`src/rtl/compr_track.sv`:
```
// compr_track: two-stage pipelined unsigned/signed magnitude comparator with class-change
// detection and optional saturating per-class counters (enable with COMPR_TRACK_CNT_EN).
module compr_track #(
   parameter int WIDTH = 8,
   parameter int CNT_W = 8
) (
   input  logic             clk,
   input  logic             rst,
   input  logic             in_valid,
   input  logic [WIDTH-1:0] a,
   input  logic [WIDTH-1:0] b,
   input  logic             signed_mode,
   input  logic             clr_cnt,
   output logic             out_valid,
   output logic             gt,
   output logic             eq,
   output logic             lt,
   output logic             changed,
   output logic [CNT_W-1:0] gt_cnt,
   output logic [CNT_W-1:0] eq_cnt,
   output logic [CNT_W-1:0] lt_cnt
);

   typedef enum logic [1:0] {
      CLS_NONE = 2'd0,
      CLS_GT   = 2'd1,
      CLS_EQ   = 2'd2,
      CLS_LT   = 2'd3
   } cls_e;

   logic [WIDTH-1:0] a_r;
   logic [WIDTH-1:0] b_r;
   logic             mode_r;
   logic             v1_r;
   cls_e             class_s;
   cls_e             last_class_r;

   // Flipping the sign bit maps two's-complement order onto unsigned order.
   function automatic cls_e compare(input logic [WIDTH-1:0] x, input logic [WIDTH-1:0] y,
                                    input logic sm);
      logic [WIDTH-1:0] xb;
      logic [WIDTH-1:0] yb;
      xb = x;
      yb = y;
      xb[WIDTH-1] = x[WIDTH-1] ^ sm;
      yb[WIDTH-1] = y[WIDTH-1] ^ sm;
      if (x == y) begin
         compare = CLS_EQ;
      end else if (xb > yb) begin
         compare = CLS_GT;
      end else begin
         compare = CLS_LT;
      end
   endfunction

   // Stage 1: capture the operand pair and its compare mode.
   always_ff @(posedge clk) begin
      if (rst) begin
         v1_r   <= 1'b0;
         a_r    <= {WIDTH{1'b0}};
         b_r    <= {WIDTH{1'b0}};
         mode_r <= 1'b0;
      end else begin
         v1_r <= in_valid;
         if (in_valid) begin
            a_r    <= a;
            b_r    <= b;
            mode_r <= signed_mode;
         end
      end
   end

   // Classify the captured pair.
   always_comb begin
      class_s = compare(a_r, b_r, mode_r);
   end

   // Stage 2: registered one-hot flags, change detection and last-class memory.
   always_ff @(posedge clk) begin
      if (rst) begin
         out_valid    <= 1'b0;
         gt           <= 1'b0;
         eq           <= 1'b0;
         lt           <= 1'b0;
         changed      <= 1'b0;
         last_class_r <= CLS_NONE;
      end else begin
         out_valid <= v1_r;
         gt        <= v1_r && (class_s == CLS_GT);
         eq        <= v1_r && (class_s == CLS_EQ);
         lt        <= v1_r && (class_s == CLS_LT);
         changed   <= v1_r && (last_class_r != CLS_NONE) && (class_s != last_class_r);
         if (v1_r) begin
            last_class_r <= class_s;
         end
      end
   end

`ifdef COMPR_TRACK_CNT_EN
   localparam logic [CNT_W-1:0] CNT_MAX = {CNT_W{1'b1}};

   logic [CNT_W-1:0] gt_cnt_r;
   logic [CNT_W-1:0] eq_cnt_r;
   logic [CNT_W-1:0] lt_cnt_r;

   // Counters follow the registered flags, so they lag out_valid by one cycle; clear wins.
   always_ff @(posedge clk) begin
      if (rst || clr_cnt) begin
         gt_cnt_r <= {CNT_W{1'b0}};
         eq_cnt_r <= {CNT_W{1'b0}};
         lt_cnt_r <= {CNT_W{1'b0}};
      end else begin
         if (gt && (gt_cnt_r != CNT_MAX)) begin
            gt_cnt_r <= gt_cnt_r + CNT_W'(1);
         end
         if (eq && (eq_cnt_r != CNT_MAX)) begin
            eq_cnt_r <= eq_cnt_r + CNT_W'(1);
         end
         if (lt && (lt_cnt_r != CNT_MAX)) begin
            lt_cnt_r <= lt_cnt_r + CNT_W'(1);
         end
      end
   end

   assign gt_cnt = gt_cnt_r;
   assign eq_cnt = eq_cnt_r;
   assign lt_cnt = lt_cnt_r;
`else
   logic unused_clr_s;

   assign unused_clr_s = clr_cnt;
   assign gt_cnt       = {CNT_W{1'b0}};
   assign eq_cnt       = {CNT_W{1'b0}};
   assign lt_cnt       = {CNT_W{1'b0}};
`endif

endmodule

```
`config.mk`:
```
export PLATFORM = sky130hd
export DESIGN_NAME = compr_track
export DESIGN_NICKNAME = d
export VERILOG_FILES = /design/src/rtl/compr_track.sv
export SDC_FILE = /design/constraint.sdc
export NUM_CORES = 1
export LEC_CHECK = 0
export CORE_MARGIN = 2
export CORE_UTILIZATION = 43
export CTS_CLUSTER_DIAMETER = 40
export CTS_CLUSTER_SIZE = 25
export DETAILED_ROUTE_END_ITERATION = 8
export GPL_TIMING_DRIVEN = 0
export PLACE_DENSITY_LB_ADDON = 0.1
export SYNTH_ARGS = -nofsm -noshare
export SYNTH_HDL_FRONTEND = slang
export SYNTH_SLANG_ARGS = --single-unit
export TNS_END_PERCENT = 10
```
`constraint.sdc`:
```
create_clock -name clk -period 1.8 [get_ports clk]
set_input_delay 0.54 -clock clk [delete_from_list [all_inputs] [get_ports clk]]
set_output_delay 0.54 -clock clk [all_outputs]
set_load 0.02 [all_outputs]
```
==> results of run 1 <==
[flip-flops by register name (all words and copies together) (netlist names)]
register      flops
a_r               8
b_r               8
changed           1
eq                1
gt                1
last_class_r      2
lt                1
mode_r            1
out_valid         1
v1_r              1
[where the power goes]
| part | internal [mW] | switching (mW) | total [mW] | leakage [nW] |
|---|---|---|---|---|
| clock network | 0.0834 | 0.171 | 0.255 | 0.0177 |
| logic | 0.146 | 0.144 | 0.290 | 0.625 |
| registers | 0.585 | 0.0206 | 0.606 | 0.206 |
[critical path, stage by stage, from the launching register on]
cell and delay [ps]:
sky130_fd_sc_hd__dfxtp_1 360, sky130_fd_sc_hd__inv_1 50, sky130_fd_sc_hd__ha_1 290, sky130_fd_sc_hd__and4_1 190, sky130_fd_sc_hd__nand4_1 260, sky130_fd_sc_hd__mux2i_1 230, sky130_fd_sc_hd__a31oi_1 90
[layer usage]
metal	wire (um)	track usage [%]
met1	858	14.09
met2	1108	23.33
met5	0	0
met3	139	1.978
met4	53	7.143
[cell usage in the layout, fill, tap and decap left out, drive strengths merged, types with 2 or more instances in the layout]
cell,instances
dlygate4sd2,3
clkdlybuf4s50,18
conb,24
ha,7
clkbuf,5
nor2b,4
nand2,5
a21oi,2
mux2i,19
inv,9
dlymetal6s2s,2
a211oi,2
dfxtp,25
nor2,22
buf,26
[final timing paths]
check / to / slack (ps) / cells past startpoint
worst min-delay path: b_r[1] / 520 / 2
worst min register to register: b_r[1] / 520 / 2
worst max-delay path: changed / 230 / 6
worst max register to register: changed / 230 / 6
[layout make-up]
cell class              count  area (um2)  area share, %
plain buffers              28       197.7          11.80
clock buffers               3       22.52          1.344
clock inverters             1       5.005         0.2987
inverters                   9       33.78          2.016
multi-input cells          98       645.6          38.54
flip-flops and latches     25       500.5          29.87
well taps                  31       38.79          2.315
repair buffers             23       231.5          13.82
[kinds of logic (layout without fill, tap and decap cells)]
kind of cell	count (synthesis)	after routing
and+or+nand+nor	35	35
muxes	19	19
xor gates and xnor gates	1	1
DFF	25	25
AOI/OAI and AO/OA	11	11
buffers and inverters	37	64
adders and majority gates	8	8
other	1	24
[stage by stage]
step,hold slack [ps],cells,power [mW]
final,516.7,218,1.151
after global routing,543.1,218,1.216
after CTS,521.5,218,1.164
after detailed placement,489.5,214,0.9094
after global placement,479.2,214,0.9046
after floorplan,460.4,160,0.8335
==> out/metrics.sh, run 1 <==
OUTCOME='finished, violations left'
FAILED_CHECKS='DRC'
CP.REQUIRED_PS=2030
CTS_TREE='built'
SYNTHFLOPTYPE='sky130_fd_sc_hd__dfxtp_1'
YOSYSWARNINGS=0
CLOCKBUFFERDEPTH=2
CP-START-KIND='flop'
AREA.GROWTH.SYNTH_TO_FINAL_PCT=29.75
FINAL_NETS=216
MAX-CAP-VIOLATIONS=0
TIMING.RR.START='b_r[5]'
DIE_AREA_UM2=3457
FRACTION_OF_THE_MAPPED_NETLIST_AREA_IN_ADDER_CELLS_PCT=7.655
DIE_SPAN_IN_X_UM=58.80
SETUP_CRIT_START='b_r[5]'
SYNTH-EDFF-COUNT=0
CORE_REGION_AREA_UM2=2805
SYNTH-SEQ-CELLS=25
TIMING.CRITICAL_PATH.TO_TYPE='flop'
FIN_TNS_SETUP_PS=0
CTS_HOLD_REPAIR.BUFFERS=0
IOS=50
DETAILED_PLACE_HPWL_UM=1719
SYNTH_TOP_FAMILY_BY_AREA='buffers and inverters'
CTS_SINKS=25
ROOT_BUFFER='sky130_fd_sc_hd__clkbuf_4'
ANTENNA_VIOLATING_NETS_POST_ROUTE=0
CRITPATHMAXFANOUT=6
DIE_Y_UM=58.80
GRT_OVERALL_USAGE_PCT=12.85
SYNTH-SIMPLE-AREA-SHARE_PCT=12.31
SYNTHESIS.AREA_PER_INSTANCE_UM2=9.425
FIRST_GLOBAL_VIAS=851
MAX_FREQ_GHz=0.6387
SETUP_SLACK_PS=234.3
NUMCTSBUFFERS=3
FINISHED_LAYOUT_CELL_AREA_UM2=1675
START_UTIL_PCT=46.03
PLACEMENT.CELL_AREA_UM2=1647
YOSYSTOPAREACELL='sky130_fd_sc_hd__dfxtp_1'
WORST_SKEW_PAIR.LATE_LATENCY_PS=330
TIMING.FINAL.HOLD_VIOLATIONS=0
POST-ROUTE-DRC-COUNT=3
SYNTH_COMMON_CELLS='25 x sky130_fd_sc_hd__dfxtp_1, 24 x sky130_fd_sc_hd__buf_4, 22 x sky130_fd_sc_hd__nor2_1, 19 x sky130_fd_sc_hd__mux2i_1, 8 x sky130_fd_sc_hd__inv_1'
FIRST_ITER_VIOLATIONS=10
FIN_MAX_SLEW_VIOS=0
SYNTH_AREA_LEADERS='sky130_fd_sc_hd__dfxtp_1 39%, sky130_fd_sc_hd__mux2i_1 15%, sky130_fd_sc_hd__buf_4 14%, sky130_fd_sc_hd__ha_1 6.8%, sky130_fd_sc_hd__nor2_1 6.4%'
DRT-WIRELENGTH-PER-CELL_UM=9.908
ASYNCSETRESETFLOPFRACSYNTH_PCT=0
POST_SYNTH_INST_COUNT=137
DPL_WORST_SLACK_PS=88.41
YS_SEQ_AREA_SHARE_PCT=38.76
FILLER_CELL_COUNT=277
CTS_MAX_LEVEL=1
SYNTH_COMPOUND_AREA_SHARE_PCT=7.655
AREA_FRACTION_OF_THE_DOMINANT_CELL_TYPE_AFTER_SYNTHESIS_PCT=38.76
SYN_AREA_UM2=1291
ROUTE.DETAILED.VIAS_PER_INST=4.454
GPL.FINAL_WEIGHTED_CONGESTION=0.7427
COUNT_LEADER_SYNTH='sky130_fd_sc_hd__dfxtp_1'
GRT_PASS1_WL_UM=3367
SYNTH.AREA.MUX_SHARE_PCT=14.73
FIN_CRIT_PS=1566
ANTENNADIODECOUNT=0
ROUTED_WL_UM=2160
LAYOUT-DRIVE-GT1-SHARE_PCT=19.79
VIAS=971
IR_WORST_VDD_mV=0.4143
YS_TYPES=30
POSTLAYOUTCOREUTIL_PCT=59.72
NUMBER_OF_ITERATIONS_IN_THE_FIRST_DETAILED_ROUTING_PASS=6
SITE_ROW_COUNT=19
MAXIMUM_NUMBER_OF_PINS_ON_ONE_NET_BEFORE_GLOBAL_ROUTE_REPAIR=15
FINALCLOCKSKEW_PS=7.580
GLOBALROUTEOVERFLOWTOTAL=0
GRT_ANTENNA_BEFORE_REPAIR=0
HOLD_PATH_CLASS='reg2reg'
CTS.REPAIR.RESIZED=3
CLKSLEWWORSTSETUPHOLDPATHS_PS=140
PLACE.PORT_BUFFERS=23
STATIC-LEAKAGE-POWER_nW=0.8491
TIMING.FINAL.CRIT_SHARE_PCT=86.99
ARRIVAL_PS=1800
CELLPOWERDENSITY_nW_PER_UM2=686.9
SYNTHXORXNORAREAFRAC_PCT=0.6783
WORSTSETUPPATHTYPE='reg2reg'
HOLD_START='b_r[1]'
RSZ0062_AT_GRT='no'
FINALSETUPVIOLCOUNT=0
CTS.REPAIR_TIMING.SETUP_BUFFER_COUNT=0
No activity file was read; power rests on OpenSTA's default activity.
==> inputs of run 2 (changes only) <==
--- a/config.mk
+++ b/config.mk
@@ -7,6 +7,7 @@
 export LEC_CHECK = 0
 export CORE_MARGIN = 2
 export CORE_UTILIZATION = 43
+export CTS_BUF_LIST = sky130_fd_sc_hd__clkbuf_8 sky130_fd_sc_hd__clkbuf_16
 export CTS_CLUSTER_DIAMETER = 40
 export CTS_CLUSTER_SIZE = 25
 export DETAILED_ROUTE_END_ITERATION = 8
==> out/metrics.sh, run 2 (synthesis gave the netlist of run 1 again) <==
ROUTE.DETAILED.VIAS_PER_INST=4.454
DIE_Y_UM=58.80
ROOT_BUFFER='sky130_fd_sc_hd__clkbuf_8'
CRITPATHTOPFAMILY='buffers and inverters'
FIN_CRIT_PS=1715
ROUTED_WL_UM=2142
CLKSLEWWORSTSETUPHOLDPATHS_PS=90
GPL.FINAL_WEIGHTED_CONGESTION=0.7427
POST-ROUTE-DRC-COUNT=3
COMB_POWER_SHARE_PCT=23.8
START_UTIL_PCT=46.03
CP-START-KIND='flop'
CTS.REPAIR.RESIZED=0
ARRIVAL_PS=1180
DETAILED_PLACE_HPWL_UM=1719
CTS.REPAIR_TIMING.SETUP_BUFFER_COUNT=0
POWER.INTERNAL_mW=0.8873
OUTCOME='finished, violations left'
SLOWEST_STAGE='sky130_fd_sc_hd__clkdlybuf4s50_1'
RSZ0062_AT_GRT='no'
CTS_SINKS=25
SWITCHING_SHARE_PCT=27.67
CELLPOWERDENSITY_nW_PER_UM2=724.6
WORSTPATHBUFFERINVERTERCOUNT=1
FILLER_CELL_COUNT=265
NET-SWITCHING-POWER_mW=0.3394
CP.REQUIRED_PS=1260
PLACEMENT.CELL_AREA_UM2=1647
RRSETUPSLACK_PS=240
TOP_LAYER='met4'
STATIC-LEAKAGE-POWER_nW=0.8080
FIN_MAX_SLEW_VIOS=0
CORE_REGION_AREA_UM2=2805
MAX_FREQ_GHz=0.5830
DRT-WIRELENGTH-PER-CELL_UM=9.826
TIMING.FINAL.CRIT_SHARE_PCT=95.30
FINALCLOCKSKEW_PS=6.351
MAXIMUM_NUMBER_OF_PINS_ON_ONE_NET_BEFORE_GLOBAL_ROUTE_REPAIR=15
NUMCTSBUFFERS=3
FINALSETUPVIOLCOUNT=0
IR_WORST_VDD_mV=0.4005
CLOCKBUFFERDEPTH=2
DIE_AREA_UM2=3457
TIMING.CRITICAL_PATH.TO_TYPE='primary output'
GLOBALROUTEOVERFLOWTOTAL=0
GRT_ANTENNA_BEFORE_REPAIR=0
ANTENNA_VIOLATING_NETS_POST_ROUTE=0
CTS_MAX_LEVEL=1
SEQUENTIALPOWERSHARE_PCT=49.4
CLKPWRFRAC_PCT=26.8
DR_WL_MET3_UM=111
LAYOUT-DRIVE-GT1-SHARE_PCT=19.79
TIMING.FINAL.HOLD_VIOLATIONS=0
FIRST_GLOBAL_VIAS=852
ANTENNADIODECOUNT=0
GRT_PASS1_WL_UM=3381
CP_CELL_SEQUENCE='clkdlybuf4s50_1'
AREA.GROWTH.SYNTH_TO_FINAL_PCT=31.10
FINAL_NETS=216
HOLD_PATH_CLASS='reg2reg'
NUMBER_OF_ITERATIONS_IN_THE_FIRST_DETAILED_ROUTING_PASS=6
MET2ROUTEDLENGTH_UM=1119
WORSTSETUPPATHTYPE='reg2out'
SITE_ROW_COUNT=19
IOS=50
TOP_REGS='a_r: 8 flops, b_r: 8 flops, last_class_r: 2 flops'
GRT_OVERALL_USAGE_PCT=12.99
WL_MET1_UM=867
LAYOUT_COMMONEST_CELL='sky130_fd_sc_hd__dfxtp_1'
CTS_TREE='built'
VIAS=971
FAILED_CHECKS='DRC'
FINISHED_LAYOUT_CELL_AREA_UM2=1693
FIN_TNS_SETUP_PS=0
CRITPATHMAXFANOUT=1
SLOWEST_DELAY_PS=590
MAX-CAP-VIOLATIONS=0
WORST_SKEW_PAIR.LATE_LATENCY_PS=270
MOST-COMMON-LAYOUT-CELLS='25 x sky130_fd_sc_hd__dfxtp_1, 24 x sky130_fd_sc_hd__buf_4, 24 x sky130_fd_sc_hd__conb_1'
DIE_SPAN_IN_X_UM=58.80
PLACE.PORT_BUFFERS=23
FIRST_ITER_VIOLATIONS=10
CTS_HOLD_REPAIR.BUFFERS=0
## run 2: changes by cell type in the layout (fill, tap and decap cells not counted)
cell                              previous run  this run
sky130_fd_sc_hd__dlymetal6s2s_1              2         0
sky130_fd_sc_hd__clkbuf_4                    3         0
sky130_fd_sc_hd__dlygate4sd2_1               3         0
sky130_fd_sc_hd__clkdlybuf4s50_1            18        23
sky130_fd_sc_hd__clkbuf_8                    0         3
## run 2: per-stage QoR
stage	hold WS (ps)	power (mW)	cells	util [%]	setup slack [ps]
after floorplan	460.4	0.8335	160	-	378.2
after global routing	531.2	1.298	218	60.35	23.80
after CTS	510.5	1.244	218	60.35	67.83
after detailed placement	489.5	0.9094	214	58.70	88.41
after global placement	479.2	0.9046	214	58.70	115.4
final	506.0	1.227	218	60.35	84.68
## run 2: worst paths after layout
path              startpoint  endpoint  depth (start not counted)
setup / recovery          eq        eq                          1
setup reg to reg      b_r[5]   changed                          6
hold / removal        b_r[1]    b_r[1]                          2
hold reg to reg       b_r[1]    b_r[1]                          2
## run 2: final cells by class
class	count	area [um2]	area share (%)
inverter	9	33.78	1.996
tap	31	38.79	2.291
clock inverter	1	5.005	0.2956
multi-input combinational	98	645.6	38.14
sequential	25	500.5	29.56
clock buffer	3	41.29	2.439
timing repair buffer	23	230.2	13.60
buffer	28	197.7	11.68
## run 2: power groups by stage
stage	logic [mW]	registers, mW	clock network [mW]
final	0.292	0.606	0.329
after CTS	0.292	0.606	0.346
after detailed placement	0.291	0.619	0
after global placement	0.287	0.618	0
after global routing	0.322	0.610	0.366
after floorplan	0.214	0.620	0
## run 2: tightest hold or removal path, stage by stage (launching register included)
cell and delay [ps]:
sky130_fd_sc_hd__dfxtp_1 340, sky130_fd_sc_hd__mux2i_1 70, sky130_fd_sc_hd__nor2_1 70
## run 2: metal layers
metal	GRT usage [%]	vias up
met5	0	-
met4	7.143	0
met3	2.637	5
met2	23.49	27
met1	13.95	434
li1	-	505
